[config.mk]
export PLATFORM = sky130hd
export DESIGN_NAME = alu_seq_unit_flat
export DESIGN_NICKNAME = d
export VERILOG_FILES = /design/src/rtl/alu_seq_unit_if.sv /design/src/rtl/alu_seq_unit.sv /design/src/flat_wrapper.sv
export SDC_FILE = /design/constraint.sdc
export NUM_CORES = 1
export LEC_CHECK = 0
export BUFFER_PORTS_ARGS = -buffer_cell sky130_fd_sc_hd__buf_2
export CORE_MARGIN = 2
export CORE_UTILIZATION = 62
export DETAILED_ROUTE_END_ITERATION = 8
export PLACE_DENSITY = 0.87
export SLEW_MARGIN = 0
export SYNTH_ARGS = -nofsm -noshare
export SYNTH_HDL_FRONTEND = slang
export SYNTH_SLANG_ARGS = --single-unit
[constraint.sdc]
create_clock -name clk -period 4.42 [get_ports clk]
set_input_delay 1.105 -clock clk [delete_from_list [all_inputs] [get_ports clk]]
set_output_delay 1.105 -clock clk [all_outputs]
set_load 0.01 [all_outputs]
[src/rtl/alu_seq_unit_if.sv]
// Request/response bundle for the sequential execute-stage ALU.
// Both directions use a valid/ready handshake.
interface alu_seq_unit_if #(
  parameter int DATA_WIDTH = 32
);
  logic                  in_valid;
  logic                  in_ready;
  logic [3:0]            Operation;
  logic [DATA_WIDTH-1:0] SrcA;
  logic [DATA_WIDTH-1:0] SrcB;
  logic                  out_valid;
  logic                  out_ready;
  logic [DATA_WIDTH-1:0] ALUResult;
  logic                  Zero;

  modport master (
    output in_valid,
    input  in_ready,
    output Operation,
    output SrcA,
    output SrcB,
    input  out_valid,
    output out_ready,
    input  ALUResult,
    input  Zero
  );

  modport slave (
    input  in_valid,
    output in_ready,
    input  Operation,
    input  SrcA,
    input  SrcB,
    output out_valid,
    input  out_ready,
    output ALUResult,
    output Zero
  );
endinterface

[src/rtl/alu_seq_unit.sv]
// Execute-stage ALU: single-cycle logic/arith/compare ops and an
// iterative 1-bit-per-cycle shifter, with valid/ready on both sides.
module alu_seq_unit #(
  parameter int DATA_WIDTH  = 32,
  parameter int SHAMT_WIDTH = 5
) (
  input logic          clk,
  input logic          reset,
  alu_seq_unit_if.slave bus
);
  typedef enum logic [1:0] {
    S_IDLE,
    S_SHIFT,
    S_DONE
  } state_t;

  localparam logic [3:0] OP_AND  = 4'b0000;
  localparam logic [3:0] OP_SUB  = 4'b0001;
  localparam logic [3:0] OP_ADD  = 4'b0010;
  localparam logic [3:0] OP_OR   = 4'b0011;
  localparam logic [3:0] OP_XOR  = 4'b0100;
  localparam logic [3:0] OP_SLL  = 4'b0101;
  localparam logic [3:0] OP_SRL  = 4'b0110;
  localparam logic [3:0] OP_SRA  = 4'b0111;
  localparam logic [3:0] OP_EQ   = 4'b1000;
  localparam logic [3:0] OP_SLT  = 4'b1001;
  localparam logic [3:0] OP_SLTU = 4'b1010;

  localparam logic [SHAMT_WIDTH-1:0] CNT_ONE = SHAMT_WIDTH'(1);
  localparam logic [DATA_WIDTH-2:0]  PAD0    = '0;

  state_t                  r_state;
  logic                    r_in_ready;
  logic                    r_out_valid;
  logic [DATA_WIDTH-1:0]   r_result;
  logic                    r_zero;
  logic [DATA_WIDTH-1:0]   r_work;
  logic [SHAMT_WIDTH-1:0]  r_cnt;
  logic [1:0]              r_kind;

  logic [SHAMT_WIDTH-1:0]  w_shamt;
  logic                    w_is_shift;
  logic [DATA_WIDTH-1:0]   w_alu;
  logic [DATA_WIDTH-1:0]   w_shifted;

  assign w_shamt = bus.SrcB[SHAMT_WIDTH-1:0];

  assign w_is_shift = (bus.Operation == OP_SLL) ||
                      (bus.Operation == OP_SRL) ||
                      (bus.Operation == OP_SRA);

  // Shifts by zero fall through here and return SrcA unchanged.
  always_comb begin
    w_alu = '0;
    case (bus.Operation)
      OP_AND:  w_alu = bus.SrcA & bus.SrcB;
      OP_SUB:  w_alu = bus.SrcA - bus.SrcB;
      OP_ADD:  w_alu = bus.SrcA + bus.SrcB;
      OP_OR:   w_alu = bus.SrcA | bus.SrcB;
      OP_XOR:  w_alu = bus.SrcA ^ bus.SrcB;
      OP_SLL:  w_alu = bus.SrcA;
      OP_SRL:  w_alu = bus.SrcA;
      OP_SRA:  w_alu = bus.SrcA;
      OP_EQ:   w_alu = {PAD0, bus.SrcA == bus.SrcB};
      OP_SLT:  w_alu = {PAD0,
                        $signed(bus.SrcA) < $signed(bus.SrcB)};
      OP_SLTU: w_alu = {PAD0, bus.SrcA < bus.SrcB};
      default: w_alu = '0;
    endcase
  end

  // r_kind holds Operation[1:0]: 01 SLL, 10 SRL, 11 SRA.
  always_comb begin
    w_shifted = r_work;
    unique case (1'b1)
      (r_kind == 2'b01): w_shifted = {r_work[DATA_WIDTH-2:0], 1'b0};
      (r_kind == 2'b10): w_shifted = {1'b0, r_work[DATA_WIDTH-1:1]};
      (r_kind == 2'b11): w_shifted = {r_work[DATA_WIDTH-1],
                                      r_work[DATA_WIDTH-1:1]};
      default:           w_shifted = r_work;
    endcase
  end

  always_ff @(posedge clk or posedge reset) begin
    if (reset) begin
      r_state     <= S_IDLE;
      r_in_ready  <= 1'b1;
      r_out_valid <= 1'b0;
      r_result    <= '0;
      r_zero      <= 1'b0;
      r_work      <= '0;
      r_cnt       <= '0;
      r_kind      <= 2'b00;
    end else begin
      unique case (r_state)
        S_IDLE: begin
          if (bus.in_valid) begin
            r_in_ready <= 1'b0;
            if (w_is_shift && (w_shamt != '0)) begin
              r_work  <= bus.SrcA;
              r_cnt   <= w_shamt;
              r_kind  <= bus.Operation[1:0];
              r_state <= S_SHIFT;
            end else begin
              r_result    <= w_alu;
              r_zero      <= (w_alu == '0);
              r_out_valid <= 1'b1;
              r_state     <= S_DONE;
            end
          end
        end
        S_SHIFT: begin
          r_work <= w_shifted;
          r_cnt  <= r_cnt - CNT_ONE;
          if (r_cnt == CNT_ONE) begin
            r_result    <= w_shifted;
            r_zero      <= (w_shifted == '0);
            r_out_valid <= 1'b1;
            r_state     <= S_DONE;
          end
        end
        S_DONE: begin
          if (bus.out_ready) begin
            r_out_valid <= 1'b0;
            r_in_ready  <= 1'b1;
            r_state     <= S_IDLE;
          end
        end
        default: begin
          r_state     <= S_IDLE;
          r_in_ready  <= 1'b1;
          r_out_valid <= 1'b0;
        end
      endcase
    end
  end

  assign bus.in_ready  = r_in_ready;
  assign bus.out_valid = r_out_valid;
  assign bus.ALUResult = r_result;
  assign bus.Zero      = r_zero;
endmodule

[src/flat_wrapper.sv]
// flat-port wrapper written by rule: the top's interface ports become plain ports
module alu_seq_unit_flat 
#(
  parameter int DATA_WIDTH  = 32,
  parameter int SHAMT_WIDTH = 5
)
  (clk, reset, bus_in_valid, bus_in_ready, bus_Operation, bus_SrcA, bus_SrcB, bus_out_valid, bus_out_ready, bus_ALUResult, bus_Zero);
  alu_seq_unit_if #(.DATA_WIDTH(DATA_WIDTH)) bus_i ();
  input logic clk;
  input logic reset;
  input wire logic [$bits(bus_i.in_valid)-1:0] bus_in_valid;
  output wire logic [$bits(bus_i.in_ready)-1:0] bus_in_ready;
  input wire logic [$bits(bus_i.Operation)-1:0] bus_Operation;
  input wire logic [$bits(bus_i.SrcA)-1:0] bus_SrcA;
  input wire logic [$bits(bus_i.SrcB)-1:0] bus_SrcB;
  output wire logic [$bits(bus_i.out_valid)-1:0] bus_out_valid;
  input wire logic [$bits(bus_i.out_ready)-1:0] bus_out_ready;
  output wire logic [$bits(bus_i.ALUResult)-1:0] bus_ALUResult;
  output wire logic [$bits(bus_i.Zero)-1:0] bus_Zero;
  assign bus_i.in_valid = bus_in_valid;
  assign bus_in_ready = bus_i.in_ready;
  assign bus_i.Operation = bus_Operation;
  assign bus_i.SrcA = bus_SrcA;
  assign bus_i.SrcB = bus_SrcB;
  assign bus_out_valid = bus_i.out_valid;
  assign bus_i.out_ready = bus_out_ready;
  assign bus_ALUResult = bus_i.ALUResult;
  assign bus_Zero = bus_i.Zero;
  alu_seq_unit #(.DATA_WIDTH(DATA_WIDTH), .SHAMT_WIDTH(SHAMT_WIDTH)) u_core (.clk(clk), .reset(reset), .bus(bus_i));
endmodule
======== Word-level counts from Yosys, hierarchy flattened ========
Index checks and enable logic that the tools add are counted.
storage, ports and cells
  input bits .............................. 72
  bits in registers ....................... 76
  logic and storage cells ................. 84
  output and inout bits ................... 35
operators by class
  bitwise logic cells ..................... 4
  reductions and logical operators ........ 16
  add/sub/neg operators ................... 3
  equality and inequality tests ........... 22
  $lt $le $gt $ge ......................... 2
  mux-type cells .......................... 29
operator list
  cell                                            number
  one-hot mux 32 bit (9 select lines)             1
  two-way mux 32 bit                              5
  one-hot mux 32 bit (2 select lines)             2
  one-hot mux 32 bit (3 select lines)             1
  logical NOT 32 bit                              2
  < comparator 32 bit                             2
  adder 32 bit                                    1
  bitwise AND 32 bit                              1
  == test 32 bit                                  1
  OR 32 bit                                       1
  subtractor 32 bit                               1
  XOR 32 bit                                      1
  == test 4 x 3 -> 1 bit (second input constant)  4
  == test 4 bit (second input constant)           3
  AND reduction 3 bit                             4
  two-way mux 5 bit                               2
  one-hot mux 5 bit (2 select lines)              1
  two-way mux 1 bit                               9
  == test 4 x 2 -> 1 bit (second input constant)  2
  two-way mux 2 bit                               4
  AND reduction 4 bit                             2
  == test 2 bit (second input constant)           3
  inequality test 2 bit (second input constant)   3
  one-hot mux 1 bit (3 select lines)              2
  other kinds (15)                                18

======== Longest topological paths before layout ========
Gate-level depths: netlist (run 1).
  depth in word-level cells ............... 7
  depth in mapped cells ................... 14
  mapped depth without buffers ............ 14

======== Worst setup path after synthesis (run 1) ========
Ideal clock, no wire load.
  kind .................................... input to register
  from .................................... input port bus_SrcA[0]
  to ...................................... register u_core.r_zero, in the netlist u_core.bus.Zero
  arrival ................................. 4774 ps
  data required time ...................... 4316 ps
  buffers on the path ..................... 0
  slack ................................... -458 ps
  stages .................................. 13
  library setup time ...................... 104 ps
  path through ............................ inv_1 -> ha_1 -> fa_1 -> or2_0 -> a2111o_1 -> a31oi_1 -> mux2i_1 -> a211o_1 -> or3_1 -> or4_1 -> or4_1 -> or4_1 -> o41ai_2
on the way
  cells in the longest elaborated chain, start to end .. 6
  elaborated cells on any way between the ends .. 13
  those cells by class .................... 2 x add/sub; 2 x order compare; 1 x eq/ne; 4 x mux; 3 x bitwise; 1 x reduce/logical
RTL lines
  item                                   line                 RTL
  from (decl)                            flat_wrapper.sv:14   input wire logic [$bits(bus_i.SrcA)-1:0] bus_SrcA;
  adder 32 bit (tied with other cells)   alu_seq_unit.sv:58   OP_ADD: w_alu = bus.SrcA + bus.SrcB;
  one-hot mux 32 bit (9 select lines) *  alu_seq_unit.sv:55   case (bus.Operation)
  logical NOT 32 bit *                   alu_seq_unit.sv:106  r_zero <= (w_alu == '0);
  two-way mux 1 bit *                    alu_seq_unit.sv:99   if (w_is_shift && (w_shamt != '0)) begin
  two-way mux 1 bit *                    alu_seq_unit.sv:97   if (bus.in_valid) begin
  one-hot mux 1 bit (2 select lines) *   alu_seq_unit.sv:95   unique case (r_state)
  to (signal assigned)                   alu_seq_unit.sv:106
  to (signal assigned)                   alu_seq_unit.sv:117  r_zero <= (w_shifted == '0);
  to (decl)                              alu_seq_unit.sv:36   logic r_zero;
Every way passes the cells marked *; elsewhere a longest branch is shown, timed or not. The select of a mux whose other input is x is not followed.
A chain may end at the register's enable or synchronous reset.

======== Worst setup path after layout (run 1) ========
  from .................................... input port bus_SrcB[0]
  to ...................................... register u_core.r_zero, in the netlist u_core.bus.Zero
on the way
  cells in the longest elaborated chain, start to end .. 6
  elaborated cells on any way between the ends .. 17
  those cells by class .................... 2 x add/sub; 2 x order compare; 2 x eq/ne; 4 x mux; 3 x bitwise; 4 x reduce/logical
RTL lines
  item                                  line                 RTL
  from (decl)                           flat_wrapper.sv:15   input wire logic [$bits(bus_i.SrcB)-1:0] bus_SrcB;
  adder 32 bit (tied with other cells)  alu_seq_unit.sv:58
  one-hot mux 32 bit (9 select lines)   alu_seq_unit.sv:55
  logical NOT 32 bit                    alu_seq_unit.sv:106
  two-way mux 1 bit                     alu_seq_unit.sv:99
  two-way mux 1 bit                     alu_seq_unit.sv:97
  one-hot mux 1 bit (2 select lines)    alu_seq_unit.sv:95
Parallel ways exist; a longest one is shown, timed or not. The select of a mux whose other input is x is not followed.

==> results by group, run 1 <==
Outcome
  – Outcome: finished, violations left
  – Failing checks: design-rule violations, negative setup slack

Routing
  – Routed Wire Length: 45330 um
  – Vias: 13650
  – Via density: 6.991
  – WL/cell: 23.21 um
  – ANT nets after route: 0
  – Number of DRC markers in iteration 0: 2614
  – First-pass detailed-route iteration total: 9
  – Detailed-route DRC error count: 5

Clocking
  – CTS max path bufs: 2
  – Root Buffer: clkbuf_16
  – # clock sinks: 76
  – Htree depth: 3
  – CTS Hold Bufs: 0
  – Reg clk slew, reported paths: 0.06 ns
  – CTS Buf Count: 9
  – CTS tree: built
  – Clock latency on the worst-skew pair: 0.36 ns

Synth
  – Most frequent cell after synthesis: nand2_1
  – Synth top cells by count: 168 x nand2_1, 128 x nor2_1, 125 x a21oi_1
  – Synth Register Bits: 76
  – Post-Syn Nets: 1597
  – Biggest area consumer among synthesized cells: dfrtp_1
  – Sequential area share after synthesis: 18.76%
  – Mapped Area: 0.01014 mm2
  – Distinct cells, synth: 83
  – Number of flops mapped to enable cells by yosys: 0
  – Top_reg_cell synth: dfrtp_1
  – Ys async rst share: 100.0%
  – Number of synthesis warnings: 0
  – Syn avg cell area: 7.119 um2
  – Top cell type's share of synthesized area: 18.50%
  – Area contributors post-synth: dfrtp_1 19%, ha_1 12%, mux2i_1 6.4%
  – Cells after synthesis: 1425

Placement
  – Routability cong.: 1.030
  – Pre-CTS setup slack: -0.6357 ns
  – # port buffers: 106
  – Dpl hpwl: 32820 um

Global routing
  – Initial antenna violation count: 1
  – GRT Overall Usage: 50.67%
  – First-pass GRT wire length: 69990 um
  – Remaining global-route overflow: 0
  – Largest net degree at the start of global routing: 69
  – Vias in the first global route: 13090

Power
  – Maximum VDD drop: 0.4931 mV
  – PD cells: 395.7 mW/mm2
  – Leakage power total: 6.323 nW
  – Total power: 5.220 mW

Timing
  – Final setup fails: 1
  – Worst Slack Setup Final: -0.2021 ns
  – RSZ-0062 raised after global routing: true
  – Slew HR: 26.90%
  – Final Hold Violating Endpoints: 0
  – Slew Viols, Final: 0
  – Worst-margin pin slew: 1.096 ns
  – F_max: 0.2164 GHz
  – TNS Setup: -0.2021 ns
  – Clk_skew: 0.006972 ns
  – Period utilization: 104.6%
  – Crit path time final: 4.622 ns

Cells and area
  – Multi-input logic area: 0.007614 mm2
  – Nets: 1904
  – # diodes: 0
  – Area Growth Syn to Fin: 30.04%
  – Seq. cell area: 0.001903 mm2
  – Filler instances: 1023
  – Share of layout cells above drive strength 1: 25.96%

Job
  – Max cap viols: 0

Floorplanning
  – Die width: 131.9 um
  – Die Height: 131.9 um
  – I/O pin count: 107
  – Core Footprint: 0.01594 mm2
  – Row cnt: 46
  – Starting density of the core: 63.63%
  – Die ar.: 0.01740 mm2

Hold path
  – Hold Crit Class: reg -> reg

Setup path
  – Startpoint types: primary input
  – Critical path class: in -> reg
  – CP dominant cell by count: or4_4
  – Worst path required time: 4.68 ns
  – Slowest CP cell: or4_4
  – Worst Setup End Kind: flip-flop
  – Critical path, cell by cell: buf_2 -> buf_4 -> ha_1 -> inv_1 -> fa_1 -> nand2b_4 -> a211oi_2 -> o21ai_0 -> nand2_1 -> mux2i_1 -> a211o_1 -> or3_1 -> or4_4 -> or4_4 -> or4_4 -> o41ai_2
  – Critical path peak fanout: 3
  – Crit-path max cell delay: 0.43 ns
  – Crit path arrival time: 4.88 ns
[layout make-up]
class | instances | share of cell area (%)
well taps | 216 | 2.049
clock inverters | 4 | 0.5501
flip-flops and latches | 76 | 14.43
clock buffers | 12 | 1.868
repair buffers | 392 | 20.44
multi-input cells | 1149 | 57.71
inverters | 104 | 2.959
[metal layers]
layer	up-vias	part of all wire, %	track usage (%)
met5	-	0.024	0
met4	2	8.0	32.13
met3	397	15	16.38
met2	1290	42	77.72
met1	6190	35	61.34
li1	5775	-	-
[layout by cell type (no fill, tap or decap), drive strengths merged, types with 17 or more instances in the layout]
master  Yosys  layout
a31oi      27      27
mux2i      65      65
o211ai     18      18
ha         98      98
a21boi     31      31
o31ai      21      21
dfrtp      75      75
nor3       42      42
buf        16     392
nor2      128     128
o21ai     119     119
nand3      21      21
nand2     168     168
a21o       17      17
inv       103     103
a21oi     125     125
[worst max-delay path: cells and delay by family]
family                     cells  cell delay, ns
and+or+nand+nor                6            1.92
adders and majority gates      2            0.58
AOI/OAI and AO/OA              4            0.87
muxes                          1            0.07
buffers and inverters          3            0.33
[flip-flops by register name (all words and copies together) (netlist names)]
register / count
u_core.r_state: 2
u_core.bus.ALUResult: 32
u_core.bus.out_valid: 1
u_core.r_kind: 2
u_core.r_cnt: 5
u_core.r_work: 32
u_core.bus.Zero: 1
u_core.bus.in_ready: 1
[cell families after synthesis]
| family | Yosys count | share of synthesized area, % |
|---|---|---|
| flip-flops | 76 | 18.76 |
| XOR/XNOR | 8 | 0.6907 |
| buffers and inverters | 200 | 7.548 |
| AND/OR/NAND/NOR | 478 | 22.06 |
| adder cells (fa/ha/maj) | 100 | 12.48 |
| AO/OA/AOI/OAI | 494 | 31.60 |
| multiplexers | 69 | 6.857 |
[what timing repair did]
item	CTS	global route
resized for setup	8	19
endpoints found under the setup margin	1	6
buffers inserted	0	2
pin swaps	5	3
gates cloned	0	0
[worst paths after layout]
check                                   startpoint                        to  slack [ns]  cells past startpoint
min in group asynchronous                    reset  u_core.bus.ALUResult[30]        0.80                      2
max reg2reg                        u_core.r_cnt[2]           u_core.bus.Zero        0.75                     11
min                        u_core.bus.ALUResult[8]   u_core.bus.ALUResult[8]        0.49                      2
max in group asynchronous                    reset       u_core.bus.in_ready        2.72                      3
min reg2reg                u_core.bus.ALUResult[8]   u_core.bus.ALUResult[8]        0.49                      2
max                                    bus_SrcB[0]           u_core.bus.Zero       -0.20                     16
[stage by stage]
step,cells,util [%],hold slack [ns],area (um2)
after floorplan,1425,-,0.4716,10150
after global placement,1935,80.01,0.4557,12760
after detailed placement,1935,80.01,0.4619,12760
after CTS,1951,82.23,0.4970,13110
after global routing,1953,82.75,0.5160,13190
final,1953,82.75,0.4925,13190
[report_power, final]
part	internal, mW	switching, mW
logic	1.14	1.85
registers	1.03	0.386
clock network	0.509	0.309
total	2.67	2.54
(Power assumes the default switching activity.)
==> run 2, diff against run 1 <==
ABC_CLOCK_PERIOD_IN_PS = 4420   (was unset)
CORE_UTILIZATION = 43   (was 62)
PLACE_DENSITY = 0.65   (was 0.87)
==> results by group, run 2 (synthesis gave the netlist of run 1 again) <==
Timing
  – Final Hold Violating Endpoints: 0 (unchanged)
  – Final setup fails: 1 (unchanged)
  – Worst-margin pin slew: 1.020 ns (-0.07654 ns)
  – RSZ-0062 raised after global routing: true
  – TNS Setup: -0.2722 ns (-0.07015 ns)
  – Clk_skew: 0.007537 ns (+0.0005649 ns)
  – Period utilization: 106.2% (+1.6 points)
  – F_max: 0.2131 GHz (-1.5%)
  – Worst Slack Setup Final: -0.2722 ns (-0.07015 ns)
  – Slew Viols, Final: 0 (unchanged)
  – Crit path time final: 4.692 ns (+0.07015 ns)
  – Slew HR: 31.14% (+4.2 points)

Cells and area
  – Commonest non-fill, non-tap cell in the layout: buf_4
  – Share of layout cells above drive strength 1: 27.32% (+1.4 points)
  – Nets: 1935 (+1.6%)
  – Final instance area: 0.01360 mm2 (+3.1%)
  – Commonest cells after routing, fill and taps aside: 313 x buf_4, 168 x nand2_1, 128 x nor2_1
  – Final Core Density: 58.29% (-24 points)
  – Area Growth Syn to Fin: 34.05%

Clocking
  – Htree depth: 3 (unchanged)
  – Reg clk slew, reported paths: 0.06 ns (about the same)
  – Clock latency on the worst-skew pair: 0.34 ns (-0.02 ns)
  – CTS Hold Bufs: 0 (unchanged)
  – CTS tree: built
  – Root Buffer: clkbuf_16
  – CTS max path bufs: 2 (unchanged)
  – Post-CTS Setup Bufs: 0 (unchanged)
  – # clock sinks: 76 (unchanged)
  – CTS Buf Count: 9 (unchanged)

Floorplanning
  – Row cnt: 56 (+22%)
  – Die width: 157.6 um (+19%)
  – Starting density of the core: 43.48% (-20 points)
  – Core Footprint: 0.02333 mm2 (+46%)
  – Die Height: 157.6 um (+19%)
  – Die ar.: 0.02484 mm2 (+43%)
  – I/O pin count: 107 (unchanged)

Setup path
  – Reg-to-reg setup timing slack: 0.85 ns (+0.10 ns)
  – Critical path peak fanout: 2 (-1)
  – Slowest CP cell: or4_4
  – Worst r2r path cells: 12 (+1)
  – CP dominant cell by count: or4_4
  – Worst Setup End Kind: flip-flop
  – Worst path required time: 4.66 ns (-0.02 ns)
  – Crit-path max cell delay: 0.43 ns (about the same)
  – Critical path class: in -> reg
  – Crit path arrival time: 4.93 ns (+0.05 ns)
  – Startpoint types: primary input
  – Reg2Reg Capture Point: u_core.bus.Zero
  – Critical path, cell by cell: buf_2 -> inv_1 -> ha_4 -> fa_2 -> or2_1 -> a2111o_1 -> buf_4 -> a31oi_4 -> o22ai_2 -> nor3_2 -> a31oi_1 -> or3_1 -> or4_4 -> or4_4 -> or4_4 -> o41ai_2
  – RR Startpoint: u_core.r_state[0]

Routing
  – Routed Wire Length: 42240 um (-6.8%)
  – Detailed-route DRC error count: 0 (-5)
  – Vias: 12460 (-8.7%)
  – WL/cell: 20.22 um (-13%)
  – Via density: 5.965 (-15%)
  – Number of DRC markers in iteration 0: 1335 (-49%)
  – First-pass detailed-route iteration total: 6 (-3)
  – ANT nets after route: 0 (unchanged)

Placement
  – Cell Area, Placed: 0.01317 mm2 (+3.3%)
  – Routability cong.: 1.020 (-0.98%)
  – Dpl hpwl: 34060 um (+3.8%)
  – Pre-CTS setup slack: -0.6951 ns (-0.05938 ns)
  – # port buffers: 106 (unchanged)

Global routing
  – Largest net degree at the start of global routing: 69 (unchanged)
  – Vias in the first global route: 11700 (-11%)
  – Remaining global-route overflow: 0 (unchanged)
  – First-pass GRT wire length: 65060 um (-7.0%)
  – Initial antenna violation count: 3 (+2)
  – GRT Overall Usage: 34.02% (-17 points)

Hold path
  – Worst min-delay path endpoint: u_core.bus.ALUResult[6]
  – Hold_sp: u_core.bus.ALUResult[6]
  – Hold Crit Class: reg -> reg
  – Hold depth: 2 (unchanged)

Outcome
  – Outcome: finished, violations left
  – Failing checks: negative setup slack

Power
  – Leakage power total: 6.485 nW (+2.6%)
  – Total power: 4.842 mW (-7.2%)
  – PD cells: 356.1 mW/mm2 (-10%)
  – Maximum VDD drop: 0.2753 mV (-44%)

Job
  – Max cap viols: 0 (unchanged)
## run 2: cell types whose count changed in the layout (fill, tap and decap cells not counted), sizes merged
cell	before	now
clkinvlp	1	0
diode	0	2
clkinv	2	4
inv	103	102
buf	392	423
## run 2: worst max-delay path by stage
stage / end / startpoint / cells past startpoint
after floorplan: u_core.bus.Zero / bus_SrcA[0] / 13
after global placement: u_core.bus.Zero / bus_SrcA[0] / 14
after detailed placement: u_core.bus.Zero / bus_SrcA[0] / 16
after CTS: u_core.bus.Zero / bus_SrcA[0] / 16
after global routing: u_core.bus.Zero / bus_SrcA[0] / 16
final: u_core.bus.Zero / bus_SrcA[0] / 16
## run 2: repair_timing
| item | in CTS | in global routing |
|---|---|---|
| resized for setup | 9 | 17 |
| endpoints found under the setup margin | 1 | 8 |
| pin swaps | 2 | 3 |
## run 2: through the flow
step                      std cells  hold slack, ns
final                          2089          0.4729
after global routing           2087          0.5014
after CTS                      2087          0.4781
after detailed placement       2071          0.4649
after global placement         2071          0.4554
after floorplan                1425          0.4716
## run 2: final cells by class
class | instances | area (um2)
diodes | 2 | 5.005
inverters | 104 | 391.6
repair buffers | 423 | 2960
well taps | 319 | 399.1
multi-input cells | 1149 | 7619
clock inverters | 4 | 73.82
flip-flops and latches | 76 | 1904
fillers | 2242 | 9733
clock buffers | 12 | 246.5
## run 2: where the power goes
| part | internal (mW) | total (mW) | switching (mW) | leakage, nW |
|---|---|---|---|---|
| sequential | 1.03 | 1.35 | 0.319 | 0.908 |
| combinational | 1.16 | 2.70 | 1.54 | 5.42 |
| clock | 0.510 | 0.796 | 0.286 | 0.157 |
| total | 2.69 | 4.84 | 2.15 | 6.48 |
## run 2: layer usage
| layer | vias to the layer above | share of wire (%) | track usage, % | routed length [um] |
|---|---|---|---|---|
| met5 | - | 0 | 0 | 0 |
| li1 | 5835 | - | - | - |
| met2 | 623 | 43 | 52.96 | 18350 |
| met4 | 0 | 3.2 | 12.03 | 1366 |
| met1 | 5906 | 44 | 47.67 | 18460 |
| met3 | 96 | 9.6 | 5.338 | 4066 |
## run 2: critical path, delay by kind of cell
kind                     cells  cell delay [ns]
buffers and inverters        3             0.34
AND/OR/NAND/NOR              6             1.99
adder cells (fa/ha/maj)      2             0.50
AO/OA/AOI/OAI                5             0.99
